--- src/rtl/uart_tx_arbiter_pkg.sv ---
// Shared types for the UART transmit arbiter: FSM state encoding and the
// default byte width.
package uart_pkg;

    localparam int DEF_DATA_W = 8;

    typedef enum logic [2:0] {
        ST_IDLE      = 3'd0,
        ST_GRANT     = 3'd1,
        ST_START     = 3'd2,
        ST_WAIT_BUSY = 3'd3,
        ST_WAIT_DONE = 3'd4
    } tx_arb_state_t;

endpackage

--- src/rtl/uart_tx_arbiter_rr_arbiter.sv ---
// Combinational round-robin pick: the first asserted request at or above
// i_ptr, wrapping around, returned both one-hot and as an index.
module rr_arbiter #(
    parameter int NUM_REQ = 4,
    parameter int PTR_W   = $clog2(NUM_REQ)
) (
    input  logic [NUM_REQ-1:0] i_req,
    input  logic [PTR_W-1:0]   i_ptr,
    output logic [NUM_REQ-1:0] o_grant,
    output logic [PTR_W-1:0]   o_idx,
    output logic               o_any
);

    logic [PTR_W-1:0] w_cand;

    // Scan requesters in priority order starting at i_ptr; the first hit wins.
    always_comb begin
        o_grant = '0;
        o_idx   = '0;
        o_any   = 1'b0;
        w_cand  = '0;
        for (int k = 0; k < NUM_REQ; k++) begin
            w_cand = PTR_W'((int'(i_ptr) + k) % NUM_REQ);
            if (!o_any && i_req[w_cand]) begin
                o_any           = 1'b1;
                o_grant[w_cand] = 1'b1;
                o_idx           = w_cand;
            end
        end
    end

endmodule

--- src/rtl/uart_tx_arbiter.sv ---
// Shares one UART serializer among NUM_REQ byte-stream requesters.
// Round-robin with packet lock: the owner keeps the grant until it sends a
// byte marked last or until MAX_BURST bytes have gone out, then the pointer
// moves past it. Bytes are only accepted while the peer's CTS is asserted.
//
// Handshake: a requester's byte transfers on a clock edge where both its
// req_valid and req_ready are high. req_ready is only ever high for the
// current owner, in GRANT, with CTS ok and the serializer idle. tx_start is a
// one-cycle pulse; tx_data holds the byte until the next transfer.
module uart_tx_arbiter
    import uart_pkg::*;
#(
    parameter int NUM_REQ   = 4,
    parameter int DATA_W    = DEF_DATA_W,
    parameter int MAX_BURST = 16
) (
    input  logic                      clk50,
    input  logic                      reset,
    input  logic [NUM_REQ-1:0]        req_valid,
    input  logic [NUM_REQ*DATA_W-1:0] req_data,
    input  logic [NUM_REQ-1:0]        req_last,
    output logic [NUM_REQ-1:0]        req_ready,
    output logic [NUM_REQ-1:0]        grant,
    input  logic                      uart_cts,
    output logic                      tx_start,
    output logic [DATA_W-1:0]         tx_data,
    input  logic                      tx_busy,
    output tx_arb_state_t             dbg_state,
    output logic [$clog2(NUM_REQ)-1:0] dbg_rr_ptr
);

    localparam int PTR_W = $clog2(NUM_REQ);
    localparam int BC_W  = $clog2(MAX_BURST + 1);
    localparam logic [BC_W-1:0]  BURST_LIM = BC_W'(MAX_BURST);
    localparam logic [PTR_W-1:0] LAST_IDX  = PTR_W'(NUM_REQ - 1);

    tx_arb_state_t      r_state;
    logic [NUM_REQ-1:0] r_grant;
    logic [PTR_W-1:0]   r_owner;
    logic [PTR_W-1:0]   r_rr_ptr;
    logic [BC_W-1:0]    r_burst;
    logic               r_last;
    logic [DATA_W-1:0]  r_tx_data;
    logic               r_cts_meta;
    logic               r_cts_sync;

    logic               w_cts_ok;
    logic               w_any;
    logic               w_hs;
    logic               w_rotate;
    logic [NUM_REQ-1:0] w_pick_grant;
    logic [PTR_W-1:0]   w_pick_idx;
    logic [NUM_REQ-1:0] w_ready;
    logic [DATA_W-1:0]  w_owner_data;
    logic               w_owner_last;

    // Two-flop synchronizer for the asynchronous, active-low CTS input.
    // Resets to 1 so nothing is sent until CTS is seen asserted.
    always_ff @(posedge clk50 or negedge reset) begin
        if (!reset) begin
            r_cts_meta <= 1'b1;
            r_cts_sync <= 1'b1;
        end else begin
            r_cts_meta <= uart_cts;
            r_cts_sync <= r_cts_meta;
        end
    end

    assign w_cts_ok = ~r_cts_sync;

    rr_arbiter #(
        .NUM_REQ (NUM_REQ),
        .PTR_W   (PTR_W)
    ) u_rr_arbiter (
        .i_req   (req_valid),
        .i_ptr   (r_rr_ptr),
        .o_grant (w_pick_grant),
        .o_idx   (w_pick_idx),
        .o_any   (w_any)
    );

    // Select the owner's byte and last flag; other requesters are ignored.
    always_comb begin
        w_owner_data = '0;
        w_owner_last = 1'b0;
        for (int k = 0; k < NUM_REQ; k++) begin
            if (r_owner == PTR_W'(k)) begin
                w_owner_data = req_data[k*DATA_W +: DATA_W];
                w_owner_last = req_last[k];
            end
        end
    end

    // Ready only towards the owner, only in GRANT, only with CTS and an idle serializer.
    always_comb begin
        w_ready = '0;
        if (r_state == ST_GRANT && w_cts_ok && !tx_busy) begin
            w_ready = r_grant;
        end
    end

    assign w_hs     = |(w_ready & req_valid);
    assign w_rotate = r_last || (r_burst == BURST_LIM);

    // Arbitration / transmit FSM.
    always_ff @(posedge clk50 or negedge reset) begin
        if (!reset) begin
            r_state   <= ST_IDLE;
            r_grant   <= '0;
            r_owner   <= '0;
            r_rr_ptr  <= '0;
            r_burst   <= '0;
            r_last    <= 1'b0;
            r_tx_data <= '0;
        end else begin
            case (r_state)
                ST_IDLE: begin
                    if (w_any) begin
                        r_owner <= w_pick_idx;
                        r_grant <= w_pick_grant;
                        r_burst <= '0;
                        r_state <= ST_GRANT;
                    end
                end
                ST_GRANT: begin
                    // Owner going quiet keeps the grant: packets are never split.
                    if (w_hs) begin
                        r_tx_data <= w_owner_data;
                        r_last    <= w_owner_last;
                        r_burst   <= r_burst + 1'b1;
                        r_state   <= ST_START;
                    end
                end
                ST_START: begin
                    r_state <= ST_WAIT_BUSY;
                end
                ST_WAIT_BUSY: begin
                    if (tx_busy) begin
                        r_state <= ST_WAIT_DONE;
                    end
                end
                ST_WAIT_DONE: begin
                    if (!tx_busy) begin
                        if (w_rotate) begin
                            r_grant  <= '0;
                            r_rr_ptr <= (r_owner == LAST_IDX) ? '0 : r_owner + 1'b1;
                            r_state  <= ST_IDLE;
                        end else begin
                            r_state <= ST_GRANT;
                        end
                    end
                end
                default: begin
                    r_state <= ST_IDLE;
                end
            endcase
        end
    end

    assign req_ready  = w_ready;
    assign grant      = r_grant;
    assign tx_start   = (r_state == ST_START);
    assign tx_data    = r_tx_data;
    assign dbg_state  = r_state;
    assign dbg_rr_ptr = r_rr_ptr;

endmodule

--- config.mk ---
export PLATFORM = sky130hd
export DESIGN_NAME = uart_tx_arbiter
export DESIGN_NICKNAME = d
export VERILOG_FILES = /design/src/rtl/uart_tx_arbiter_pkg.sv /design/src/rtl/uart_tx_arbiter_rr_arbiter.sv /design/src/rtl/uart_tx_arbiter.sv
export SDC_FILE = /design/constraint.sdc
export NUM_CORES = 1
export LEC_CHECK = 0
export BUFFER_PORTS_ARGS = -buffer_cell sky130_fd_sc_hd__buf_4
export CORE_MARGIN = 2
export CORE_UTILIZATION = 55
export CTS_BUF_LIST = sky130_fd_sc_hd__clkbuf_16
export DETAILED_ROUTE_END_ITERATION = 8
export PLACE_DENSITY_LB_ADDON = 0.05
export SLEW_MARGIN = 20
export SYNTH_ARGS = -nofsm -noshare
export SYNTH_HDL_FRONTEND = slang
export SYNTH_SLANG_ARGS = --single-unit
--- constraint.sdc ---
create_clock -name clk50 -period 3.6 [get_ports clk50]
set_input_delay 0.18 -clock clk50 [delete_from_list [all_inputs] [get_ports clk50]]
set_output_delay 0.18 -clock clk50 [all_outputs]
set_load 0.02 [all_outputs]
== After elaboration in Yosys (flattened, before gate mapping) ==
Cells that the tools add are included.
Widths: inputs -> output; s select.
Storage, ports and cells
  bits in registers: 27
  logic and storage cells: 117
Cells by class
  add/subtract/negate cells: 5
  $lt $le $gt $ge: 8
  eq/ne operators: 13
  multiplexer cells: 51
  bitwise logic cells: 6
  reduce and logical (&&, ||, !) cells: 25
Operators with widths (count)
  $mux 4: 8
  $mux 8: 4
  $mux 1: 17
  $pmux 3 s5: 1
  $lt 2x3->1 const B: 4
  $mux 3: 4
  $or 4x4->4: 3
  $mux 2: 5
  $mux 5: 2
  $pmux 5 s2: 1
  $logic_and 1x1->1: 9
  $bmux 1 s2: 4
  $demux 1 s2: 4
  $ge 2x1->1 const B: 4
  $ne 2x2->1 const B: 4
  $pmux 4 s2: 1
  $reduce_and 4->1: 2
  $eq 3x2->1 const B: 2
  $reduce_and 3->1: 2
  $add 5x1->5 const B: 1
  $eq 5x5->1 const B: 1
  $add 2x1->2 const B: 2
  $add 2x2->2 const B: 2
  $and 4x4->4: 1
  13 further kinds: 20

== Longest topological paths before layout ==
  word-level depth: 14
  mapped depth: 9

== Modules after synthesis ==
From an unflattened synthesis, not the netlist that was laid out.
Second synthesis, totals
  cells, all modules: 230
  area total of the unflattened synthesis: 2013.2 um2
Modules (own cells, without submodules)
  uart_tx_arbiter: times used 1, cells each 185, area each 1591.5 um2, sequential area each 678.2 um2
  rr_arbiter: times used 1, cells each 45, area each 421.7 um2, sequential area each 0.0 um2

== Worst setup path before layout ==
OpenSTA, ideal clock, no wires.
  path kind: register -> register
  start point: register r_rr_ptr[0] (netlist: dbg_rr_ptr[0])
  end point: register r_owner[1]
  data arrival time: 2.398 ns
  required time: 3.463 ns
  path slack: 1.065 ns
  stages on the path, launching flop included: 8
  path buffers: 2
  period minus slack after synthesis: 2.535 ns
  path through: dfrtp_1 > buf_4 > inv_1 > ha_1 > buf_2 > mux4_2 > o41ai_1 > o22ai_2
Between the ends
  word-level cells in the longest chain between the ends: 13
Ends and longest elaborated chain
  start, declared: RTL line uart_tx_arbiter.sv:40  | logic [PTR_W-1:0] r_rr_ptr;
  start signal, assigned: RTL line uart_tx_arbiter.sv:146  | r_rr_ptr <= (r_owner == LAST_IDX) ? '0 : r_owner + 1'b1;
  parallel branches: the longest is 13 deep, another holds $add 2x1->2
  end signal, assigned: RTL line uart_tx_arbiter.sv:119  | r_owner <= w_pick_idx;
  end, declared: RTL line uart_tx_arbiter.sv:39  | logic [PTR_W-1:0] r_owner;
Parallel ways; which one is timed is not known. The select of a mux whose other input is x is not followed.
A chain may end at the register's enable or synchronous reset.

== Worst setup path after layout ==
  start point: register r_rr_ptr[0] (netlist: dbg_rr_ptr[0])
  end point: register r_grant[3] (netlist: grant[3])
Between the ends
  word-level cells in the longest chain between the ends: 14
Ends and longest elaborated chain
  parallel branches: the longest is 14 deep, another holds $lt 2x3->1
  end signal, assigned: RTL line uart_tx_arbiter.sv:120  | r_grant <= w_pick_grant;
  end, declared: RTL line uart_tx_arbiter.sv:38  | logic [NUM_REQ-1:0] r_grant;
Parallel ways; which one is timed is not known. The select of a mux whose other input is x is not followed.

==> impl_results.md <==
- Hold Crit Endpoint: r_cts_meta
- CTS tree: done
- Crit path required time: 3790 ps
- Worst vdd ir: slightly above 0.4 mV
- CTS H-tree lvls: 1
- Resize count post-CTS: 0
- Yosys cell types: 46
- CP peak stage delay: 610 ps
- Worst-path cell chain: inv_1 -> ha_1 -> mux4_2 -> nor2_1 -> and3_1 -> nand2_1 -> a31oi_1
- Pwr dens: ~850 nW/µm²
- Sequential area share after synthesis: 0.329
- Unrepaired setup endpoints after global routing: no
- Arr. time, crit path: ~2800 ps
- Antenna diodes: 0
- Reg2reg setup slack: ~960 ps
- Share of layout cells above drive strength 1: 0.301
- Die Span Y: 65.2 µm
- Core Box Area: 3630 µm²
- WL final: roughly 5300 µm
- Clk buf depth: 2
- Fin crit period: 2640 ps
- Setup bufs post-CTS: 0
- CTS Root Cell: clkbuf_16
- Leak: 1.20 nW
- Asr flop ratio synth: 1.00
- Vias in the first global route: ~1,800
- Switching share of power: 0.467
- Starting density of the core: 0.567
- Num CTS Buffers: 3
- Achievable clock frequency: 379 MHz
- Status: finished clean
- R2r endpoint: grant[3]
- Global-route wire length before repair: between 8000 and 9000 µm
- Hold-fix buffers, CTS: 1
- Cell Int Power: 0.00120 W
- Antenna-violating nets left: 0
- # clock sinks: 27
- Setup CP Type: reg -> reg
- Hold_ws: 17.2 ps
- Top-Level Pins: 66
- Reg2reg start: dbg_rr_ptr[0]
- Post-DP HPWL: between 3000 and 4000 µm
- Worst rel slew slack: 0.577
- Antenna violations before repair: 0
- Clock Latency Late Sink: around 260 ps
- Commonest non-fill, non-tap cell in the layout: buf_4
- Clk pwr share: 0.117
- Hold path startpoint: uart_cts
- Cell count after synthesis: approximately 230
- Die footprint: roughly 4300 µm²
- Ys Warns: 0
- Most frequent cells in the layout: buf_4, dfrtp_1, nand2_1
- Overflow after GRT: 0
- Area grow syn2layout: 28.6%
- Post-Syn Area: approximately 2100 µm²
- Clock slew at reported path FFs: 70 ps
- Final period utilization: 0.734
- Worst slew pin tran: 633 ps
- Largest net degree at the start of global routing: 28
- Net Switching: 0.00105 W
- Comb pwr share: 0.629
- Avg Inst Size Synth: 8.93 µm²
- Vias post-DR: a little under 2,000
- DRC errors left: 0
- Fill count: about 310
- Final hold viol count: 0
- IO buf count: 65
- Cells on Worst Hold Path: 1
- Worst Setup End Kind: register
- Layout Nets: roughly 350
- Num rows: 22
- Routability cong.: slightly below 0.9
- Worst Skew: approximately 3.4 ps
- Slowest CP cell: mux4_2
- Worst hold path type: in -> reg
- EDFF count, synth: 0
- DRT iter0 DRCs: about 140
- Synth Net Count: approximately 290
- GRT Overall Usage: 0.254
- Flop pwr share: 0.254
- Ys flop type: dfrtp_1
- Synthesized flop and latch total: 27
- Register-to-Register Path Depth: 7
- Chip width: approximately 65 µm
- CP max FO: 12
- Final setup viols: 0
- Slew Viols, Final: 0
- Pre-antenna DRT Iters: 4
- Setup TNS: 0 ps
- CP Launch Type: register
- Routed vias/inst: 5.77
- Max cap viols: 0
- Routed length per instance: 15.6 µm
==> flip-flops by register name, summed over array words and instances (netlist names) <==
name / count
r_cts_sync: 1
r_burst: 5
r_last: 1
tx_data: 8
r_cts_meta: 1
r_owner: 2
dbg_state: 3
dbg_rr_ptr: 2
grant: 4
==> per-layer routing <==
layer / track usage / part of all wire / up-vias
li1: - / - / 959
met1: 0.365 / 0.45 / 907
met2: 0.417 / 0.47 / 71
met3: 0.0342 / 0.071 / 7
met4: 0.0469 / 0.0099 / 0
met5: 0 / 0 / -
==> synthesized netlist by cell type, drive strengths merged (5+ instances only) <==
cell type / count / area, µm²
clkbuf: 9 / 33.8
buf: 5 / 33.8
nor3: 9 / 45.0
and2: 5 / 31.3
a21oi: 17 / 85.1
mux2i: 6 / 63.8
mux2: 5 / 63.8
nor2b: 21 / 131
nand2: 24 / 90.1
a31oi: 7 / 43.8
nor2: 12 / 45.0
a221oi: 9 / 78.8
ha: 12 / 150
o21ai: 10 / 50.1
inv: 11 / 41.3
dfrtp: 25 / 626
==> worst max path at each step <==
stage | slack, ps | depth (start not counted) | startpoint | endpoint
6_report | 960 | 7 | dbg_rr_ptr[0] | grant[3]
5_1_grt | 820 | 5 | dbg_rr_ptr[0] | r_owner[1]
4_1_cts | 1010 | 7 | dbg_rr_ptr[0] | grant[1]
3_5_place_dp | 1020 | 7 | dbg_rr_ptr[0] | grant[0]
3_3_place_gp | 1130 | 7 | dbg_rr_ptr[0] | grant[2]
2_1_floorplan | 1070 | 7 | dbg_rr_ptr[0] | r_owner[1]
==> cell families (layout without fill, tap and decap cells) <==
logic type,after synthesis,in the layout,share of synthesized area
muxes,14,14,0.0947
buffers and inverters,25,83,0.0528
DFF,27,27,0.329
adders and majority gates,12,12,0.0728
and+or+nand+nor,81,81,0.208
xor gates and xnor gates,3,3,0.0127
AOI/OAI and AO/OA,69,69,0.231
==> final cells by class <==
cell class / count / area [µm²] / share of cell area
Clock inverter: 1 / 8.76 / 0.00330
Multi-Input combinational cell: 179 / 1270 / 0.481
Tap cell: 48 / 60.1 / 0.0227
Timing Repair Buffer: 68 / 513 / 0.193
Inverter: 11 / 41.3 / 0.0156
Sequential cell: 27 / 678 / 0.256
Clock buffer: 3 / 75.1 / 0.0283
==> power by group through the flow <==
stage	registers [W]	clock network [W]	logic (W)
after floorplan	0.000638	0	0.000932
after global routing	0.000596	0.000283	0.00156
final	0.000574	0.000264	0.00142
after detailed placement	0.000578	0	0.00141
after CTS	0.000573	0.000267	0.00142
after global placement	0.000567	0	0.00139
==> critical path: cells and delay by family (launching register included) <==
family	cells	cell delay, ps
fa+ha+maj	1	550
mux	1	610
buf+inv	1	180
simple gates	3	470
compound gates	1	160
flops	1	600
==> through the flow <==
| stage | utilization | power, W | area (µm²) | setup WS [ps] | std cells |
|---|---|---|---|---|---|
| 4_1_cts | 0.730 | 0.00226 | 2650 | 1010 | 337 |
| 6_report | 0.730 | 0.00226 | 2650 | 959 | 337 |
| 3_3_place_gp | 0.704 | 0.00196 | 2560 | 1130 | 332 |
| 2_1_floorplan | - | 0.00157 | 2060 | 1070 | 231 |
| 5_1_grt | 0.730 | 0.00244 | 2650 | 819 | 337 |
| 3_5_place_dp | 0.704 | 0.00199 | 2560 | 1020 | 332 |
Power figures use the tool's default switching activity.
